File: config.mk
export PLATFORM = sky130hd
export DESIGN_NAME = regfile_writeback
export DESIGN_NICKNAME = d
export VERILOG_FILES = /design/src/rtl/regfile_writeback.sv
export SDC_FILE = /design/constraint.sdc
export NUM_CORES = 1
export LEC_CHECK = 0
export ABC_CLOCK_PERIOD_IN_PS = 5060
export CORE_MARGIN = 4
export CORE_UTILIZATION = 44
export CTS_CLUSTER_SIZE = 14
export DETAILED_ROUTE_END_ITERATION = 10
export HOLD_SLACK_MARGIN = 0.1
export PLACE_DENSITY = 0.68
export SYNTH_ARGS = -nofsm -noshare
export SYNTH_HDL_FRONTEND = slang
export SYNTH_SLANG_ARGS = --single-unit
export TNS_END_PERCENT = 100
File: constraint.sdc
create_clock -name clk -period 5.06 [get_ports clk]
set_input_delay 1.518 -clock clk [delete_from_list [all_inputs] [get_ports clk]]
set_output_delay 1.518 -clock clk [all_outputs]
set_load 0.02 [all_outputs]
File: src/rtl/regfile_writeback.sv
// Register file write-back queue: arbitrates ALU and memory results round-robin,
// buffers them in a small FIFO, drains one write per cycle and forwards the
// youngest pending value for two snooped read addresses.
module regfile_writeback #(
  parameter  int DATA_W = 8,
  parameter  int ADDR_W = 3,
  parameter  int DEPTH  = 4,
  localparam int PTR_W  = $clog2(DEPTH),
  localparam int CNT_W  = $clog2(DEPTH + 1)
) (
  input  logic              clk,
  input  logic              rst,
  input  logic              alu_valid,
  output logic              alu_ready,
  input  logic [ADDR_W-1:0] alu_addr,
  input  logic [DATA_W-1:0] alu_data,
  input  logic              mem_valid,
  output logic              mem_ready,
  input  logic [ADDR_W-1:0] mem_addr,
  input  logic [DATA_W-1:0] mem_data,
  input  logic              stall,
  output logic              w_en,
  output logic [ADDR_W-1:0] write_addr,
  output logic [DATA_W-1:0] write_data,
  input  logic [ADDR_W-1:0] read_addr1,
  input  logic [ADDR_W-1:0] read_addr2,
  output logic              fwd_hit1,
  output logic [DATA_W-1:0] fwd_data1,
  output logic              fwd_hit2,
  output logic [DATA_W-1:0] fwd_data2,
  output logic [CNT_W-1:0]  pending_count,
  output logic              idle
);

  typedef enum logic {SRC_ALU = 1'b0, SRC_MEM = 1'b1} src_e;

  logic [ADDR_W-1:0] addr_mem_q [DEPTH];
  logic [DATA_W-1:0] data_mem_q [DEPTH];
  logic [PTR_W-1:0]  wr_ptr_q, wr_ptr_d;
  logic [PTR_W-1:0]  rd_ptr_q, rd_ptr_d;
  logic [CNT_W-1:0]  count_q, count_d;
  src_e              rr_q, rr_d;

  logic              full, empty;
  logic              gnt_alu, gnt_mem;
  logic              accept, push, pop;
  logic [ADDR_W-1:0] acc_addr;
  logic [DATA_W-1:0] acc_data;

  assign full  = (count_q == CNT_W'(DEPTH));
  assign empty = (count_q == '0);

  // Arbitration, handshake and drain control; rr only matters when both sources are valid.
  always_comb begin
    gnt_alu  = alu_valid & (~mem_valid | (rr_q == SRC_ALU));
    gnt_mem  = mem_valid & (~alu_valid | (rr_q == SRC_MEM));
    alu_ready = gnt_alu & ~full;
    mem_ready = gnt_mem & ~full;
    accept   = alu_ready | mem_ready;
    acc_addr = gnt_alu ? alu_addr : mem_addr;
    acc_data = gnt_alu ? alu_data : mem_data;
    // Writes to r0 complete the handshake but are dropped here.
    push     = accept & (acc_addr != '0);
    pop      = ~empty & ~stall;

    wr_ptr_d = push ? wr_ptr_q + PTR_W'(1) : wr_ptr_q;
    rd_ptr_d = pop  ? rd_ptr_q + PTR_W'(1) : rd_ptr_q;
    count_d  = count_q + CNT_W'(push) - CNT_W'(pop);
    rr_d     = rr_q;
    if (accept) rr_d = (rr_q == SRC_ALU) ? SRC_MEM : SRC_ALU;
  end

  // Pointer, occupancy and round-robin state.
  always_ff @(posedge clk or posedge rst) begin
    if (rst) begin
      wr_ptr_q <= '0;
      rd_ptr_q <= '0;
      count_q  <= '0;
      rr_q     <= SRC_ALU;
    end else begin
      wr_ptr_q <= wr_ptr_d;
      rd_ptr_q <= rd_ptr_d;
      count_q  <= count_d;
      rr_q     <= rr_d;
    end
  end

  // FIFO storage; contents are only ever read below the occupancy count, so no reset.
  always_ff @(posedge clk) begin
    if (push) begin
      addr_mem_q[wr_ptr_q] <= acc_addr;
      data_mem_q[wr_ptr_q] <= acc_data;
    end
  end

  // Write port drives the head; zeroed whenever no write is issued.
  always_comb begin
    w_en       = pop;
    write_addr = pop ? addr_mem_q[rd_ptr_q] : '0;
    write_data = pop ? data_mem_q[rd_ptr_q] : '0;
  end

  // Forwarding: scan oldest to youngest so the last match wins.
  always_comb begin
    logic [PTR_W-1:0] idx;
    idx       = '0;
    fwd_hit1  = 1'b0;
    fwd_data1 = '0;
    fwd_hit2  = 1'b0;
    fwd_data2 = '0;
    for (int i = 0; i < DEPTH; i++) begin
      idx = rd_ptr_q + PTR_W'(i);
      if (CNT_W'(i) < count_q) begin
        if ((read_addr1 != '0) && (addr_mem_q[idx] == read_addr1)) begin
          fwd_hit1  = 1'b1;
          fwd_data1 = data_mem_q[idx];
        end
        if ((read_addr2 != '0) && (addr_mem_q[idx] == read_addr2)) begin
          fwd_hit2  = 1'b1;
          fwd_data2 = data_mem_q[idx];
        end
      end
    end
  end

  assign pending_count = count_q;
  assign idle          = empty;

endmodule
After elaboration in Yosys (flattened, before gate mapping)
Memories as Yosys holds them, arrays and structs flattened.
Cells that the tools add are included.
{ "totals": {"n_memories": 2, "input_bits": 33, "ram_bits": 44, "regBits": 8} }
{ "memory_table": {"columns": ["name", "words", "word_bits", "rd", "rd_clocked_by_memory_dff", "wr", "line", "source"], "rows": [
  ["data_mem_q", 4, 8, 4, 0, 1, "38", "logic [DATA_W-1:0] data_mem_q [DEPTH];"],
  ["addr_mem_q", 4, 3, 4, 0, 1, "37", "logic [ADDR_W-1:0] addr_mem_q [DEPTH];"]
]} }
{ "classes": {"n_bitwise": 15, "reduce_logical": 12, "n_mux": 39, "order_cmp": 4, "n_eq_ne": 9, "n_addsub": 6} }
{ "op_table": {"columns": ["operator", "n"], "rows": [
  ["$mux W8", 18],
  ["$eq A3 B3 Y1", 8],
  ["$mux W1", 19],
  ["$reduce_bool A3 Y1", 3],
  ["$logic_and A1 B1 Y1", 8],
  ["$and A1 B1 Y1", 6],
  ["$lt A1 B3 Y1 const A", 2],
  ["$lt A2 B3 Y1 const A", 2],
  ["$mux W3", 2],
  ["$not A1 Y1", 6],
  ["$add A2 B1 Y2 const B", 2],
  ["$add A2 B2 Y2 const B", 2],
  ["$add A3 B1 Y3", 1],
  ["$eq A3 B3 Y1 const B", 1],
  ["$logic_not A3 Y1", 1],
  ["$or A1 B1 Y1", 3],
  ["$sub A3 B1 Y3", 1]
]} }

Logic depth before layout (Yosys ltp)
An unclocked memory read counts as a cell.
{ "depth": {"depth_word": 11, "mapped_depth": 11} }

Worst setup path before layout
OpenSTA, ideal clock, no wires.
{ "synth_timing": {"path_kind": "input-to-output", "from": "input port read_addr2[2]", "to": "output port fwd_data2[7]", "arrival_ns": 3.371, "stages": 8, "path_slack_ns": 0.171, "path_cell_list": "clkbuf_1 > nor2_1 > or3_1 > a21boi_4 > o21ai_1 > and2_1 > buf_2 > a211oi_1"} }
{ "synth_via": {"elab_chain_cells": 10} }
{ "synth_lines": {"columns": ["item", "line", "source"], "rows": [
  ["start: declaration", "26", "input logic [ADDR_W-1:0] read_addr2,"],
  ["$eq A3 B3 Y1 / $reduce_bool A3 Y1 (equally long branches)", "118", "if ((read_addr2 != '0) && (addr_mem_q[idx] == read_addr2)) begin"],
  ["$logic_and A1 B1 Y1", "118", null],
  ["$mux W8", "118", null],
  ["$mux W8", "113", "if (CNT_W'(i) < count_q) begin"],
  ["$mux W8", "118", null],
  ["$mux W8", "113", null],
  ["$mux W8", "118", null],
  ["$mux W8", "113", null],
  ["$mux W8", "118", null],
  ["$mux W8 (*)", "113", null],
  ["end: declaration", "30", "output logic [DATA_W-1:0] fwd_data2,"]
]} }
Every way passes the cells marked *; elsewhere a longest branch is shown, timed or not.

Worst setup path in the final report
{ "layout_timing": {"from": "input port read_addr2[0]", "to": "output port fwd_hit2"} }
{ "layout_via": {"elab_chain_cells": 10} }
{ "layout_lines": {"columns": ["item", "line", "source"], "rows": [
  ["$eq A3 B3 Y1 / $reduce_bool A3 Y1 (equally long branches)", "118", null],
  ["$logic_and A1 B1 Y1", "118", null],
  ["$mux W1", "118", null],
  ["$mux W1", "113", null],
  ["$mux W1", "118", null],
  ["$mux W1", "113", null],
  ["$mux W1", "118", null],
  ["$mux W1", "113", null],
  ["$mux W1", "118", null],
  ["$mux W1 (*)", "113", null],
  ["end: declaration", "29", "output logic fwd_hit2,"]
]} }
Marked as above.

==> results.txt <==
- The run finished with clean final reports.
- Delay-heaviest family, CP: buffers and inverters
- Yosys printed 0 warnings.
- Dividing the detail-routed wire length by the instance count gives 16.8 um.
* Maximum number of pins on one net before global-route repair: 31
* Total of hold buffers inserted after clock tree synthesis: 0
- Global routing met3 resource utilization: 2.47%
* Most common flop cell mapped by yosys: edfxtp_1
- Achievable frequency: 0.202 GHz
* Clock tree from TritonCTS: built
- After Yosys synthesis, full adders, half adders and majority gates account for 2.80% of the synthesized area.
- Setup repair after global routing left no endpoint under its margin.
- The startpoint identified for the worst hold timing path is rr_q.
- The finished layout holds about 590 standard cells, fillers aside.
- The worst-case IR drop observed on VDD is 267 uV.
- Proportion of synthesized chip area in sequential cells: 35.5%
* Post-CTS clock slew at the launch and capture registers of the worst setup and hold paths: 80 ps
- Input and output buffers added on the ports amount to 68.
- By startpoint and endpoint, the worst setup path is classified as in -> out.
- Of all nets on the critical path, the largest fanout is 2.
- In the final layout, the multi-input gates occupy around 2600 um^2.
- Fill count: 834
- Summing every instance area after synthesis gives 4280 um^2.
* Dominant combinational cell family by area after synthesis: multiplexers
* Number of global-route vias before repair: roughly 3100
* Instance count of the mapped netlist: 382
- Global route hottest layer: met2
* Area share of xor/xnor cells in the synthesized design: 4.50%
* Count of antenna diodes in the layout: 0
- Including well taps, the total number of placed cells is slightly below 600.
- Clock tree synthesis found a total of 52 sinks.
- Number of nets at the end of the flow: 503
- GR Util All Layers: between 10% and 20%
- Via count: 3240
- Launch point of the worst path: read_addr2[0]
- For the final database, setup skew stands at about 7.6 ps.
- In this design, the stage delay of the slowest critical-path cell is ~520 ps.
* CTS Root Buffer Type: clkbuf_8
- Initial antenna violation count: 0
- Library cell contributing the largest single delay on the critical path: clkdlybuf4s50_1
- Count of cell instances traversed by the critical path: 9
* Tightest slew margin relative to the limit: 61.1%
- Summing the areas of all compound-gate instances in the mapped netlist gives between 10% and 20% of the synthesized area.
- Wire length of the first global-routing pass: 16100 um
* Standard cell core area: 9370 um^2
* Worst hold slack across all endpoints: 505 ps
* Fraction of registers with async set/reset: 15.4%
* Multiplexer area fraction after synthesis: 28.1%
- Via density per instance: about 5.5
- Number of nets produced by synthesis: 424
- Pwr Density: 661 nW/um^2
- Global Route met1 Usage: between 20% and 30%
- Measured along the y axis, the die boundary spans 107 um.
- In this run the number of H-tree levels came out at 2.
- P_leak: 2.26 nW
* Maxcap violations: 0
* Final estimated routing congestion in global placement: 0.850
- Buffer depth of the longest clock path: 2
* Final-report setup violation count: 0
- The worst register-to-register path has a depth of 10.
* Buf/Inv on CP: 3
* Critical path cell sequence: clkdlybuf4s50_1 -> nor2_1 -> or3_1 -> a21boi_4 -> o21ai_1 -> buf_4 -> and3_1 -> o21ai_0 -> dlygate4sd2_1
- Category of the worst setup path launch point: primary input
- The smallest clock period supported by the final layout is computed as 4950 ps.
- After the first detailed-routing iteration, the DRC count stood at ~130.
* Hold Crit Class: reg -> reg
- Die extent in x: 107 um
* Instance count along the most critical hold path: 1
* Crit path DAT: 3430 ps
- Die Outline Area: approximately 11000 um^2
- The number of failing hold endpoints at the final stage is 0.
- The final critical path takes up a little over nine tenths of the cycle.
- In the final layout, the share of cells above drive strength 1 is 26.2%.
- After Yosys synthesis, and, or, nand and nor cells account for 12.4% of the synthesized area.
- For this configuration, the core starts out at a cell density of 45.7%.
- FP Rows: 35
- Wires add up to 9940 um.
- Summed over all nets, the half-perimeter wirelength after detailed placement is 8180 um.
- The detail route stage leaves a number of antenna-violating nets equal to 0.
- For this run the aggregate overflow at the end of global routing stands at 0.
* Number of synthesized flops with an enable pin: 44
- Synthesized area divided by synthesized cell count: 11.2 um^2
- Number of CTS-inserted buffers: 5
- The worst setup path is captured at an output pin.
- The first detailed-routing pass took 5 iterations.
- The number of max-slew violations in the final report is 0.
* Count of distinct cell types in the synthesized netlist: 50
- DRC violations left: 0
- For the worst setup path, the data required time is between 3000 and 4000 ps.
* Start of the worst register-to-register path: rr_q
- Counting flops and latches in the post-synthesis netlist gives 52.
- Met2 layer usage reported by global route: between 20% and 30%
- Compared with the post-synthesis result, the final layout area differs by 23.8%.
- Clock insertion delay at the later pin of the skew report: 290 ps
- Area taken by flip-flops and latches: approximately 1500 um^2
* Transition time at the pin with the least slew margin: around 580 ps
* Top-level I/O count: between 60 and 70
where the power goes:
part           leakage (nW)  switching [mW]  internal (mW)
clock                0.0453           0.117         0.0938
sequential            0.497           0.117          0.629
combinational          1.72            1.40           1.15
metal layers:
metal | vias up | wire length (um)
li1 | 1591 | -
met1 | 1561 | 4640
met2 | 79 | 4690
met3 | 9 | 515
met4 | 0 | 94
met5 | - | 0
cells in the mapped netlist (all sizes together), types with 9 or more instances:
library cell,number,area [um^2]
edfxtp,44,1320
mux2i,44,440
nor2,27,101
mux4,25,571
nand2,24,92.6
o21ai,19,106
buf,18,116
mux2,17,191
a21oi,15,75.1
and3,15,98.8
inv,15,56.3
nor3,12,60.1
xnor2,11,96.3
xor2,11,96.3
a211oi,10,120
clkbuf,10,37.5
and2,9,56.3
o211ai,9,72.6
worst paths after layout:
| kind | to | slack (ps) |
|---|---|---|
| max reg2reg | pending_count[2] | 2460 |
| min in group asynchronous | pending_count[0] | 1470 |
| max | fwd_hit2 | 110 |
| min reg2reg | rr_q | 500 |
| min | rr_q | 500 |
| max in group asynchronous | rd_ptr_q[1] | 3340 |
cell usage in the layout (no fill, tap or decap), drive strengths merged, types with 2 or more instances in the layout:
master,n
ha,8
and3,15
o22ai,2
clkdlybuf4s50,47
dlymetal6s2s,3
clkbuf,6
a21oi,15
buf,48
or2,3
o211a,6
mux2,17
a211oi,10
inv,15
dfrtp,8
nor2b,5
xnor2,11
o211ai,9
nor3,12
xor2,11
o21ai,19
mux4,25
nand2,24
nor3b,2
and2,9
clkinv,3
mux2i,44
edfxtp,44
nor2,27
area by class of cell:
cell class                 count  share of cell area, %
clock buffer                   5                   1.30
clock inverter                 3                  0.259
inverter                      15                   1.06
multi-input combinational    287                   48.6
sequential                    52                   28.7
tap                          129                   3.04
timing repair buffer         100                   17.0
logic make-up (layout without fill, tap and decap cells):
group | after synthesis | count (layout)
buf+inv | 43 | 123
xor+xnor | 22 | 22
fa+ha+maj | 9 | 9
flops | 52 | 52
simple gates | 103 | 103
compound gates | 67 | 67
mux | 86 | 86
stage by stage:
step                util, %  TNS [ps]  area, um^2  setup WS, ps  total power [mW]
floorplan                 -         0        4280           171              2.49
global placement       55.8     -6010        5230          -393              3.35
detailed placement     55.8     -6180        5230          -398              3.39
CTS                    56.3      -186        5280         -96.2              3.49
global route           56.6         0        5300          4.55              3.77
finish                 56.6         0        5300           109              3.50
state kept, by name, indices dropped and copies added (netlist names):
| signal | count |
|---|---|
| pending_count | 3 |
| wr_ptr_q | 2 |
| rd_ptr_q | 2 |
| rr_q | 1 |
| data_mem_q | 32 |
| addr_mem_q | 12 |
repair_timing:
item	CTS	global route
buffers inserted	1	0
gates resized for setup	65	23
endpoints found under the setup margin	18	17
hold endpoints to repair	0	0
pin swaps	0	2
(Power assumes the default switching activity.)
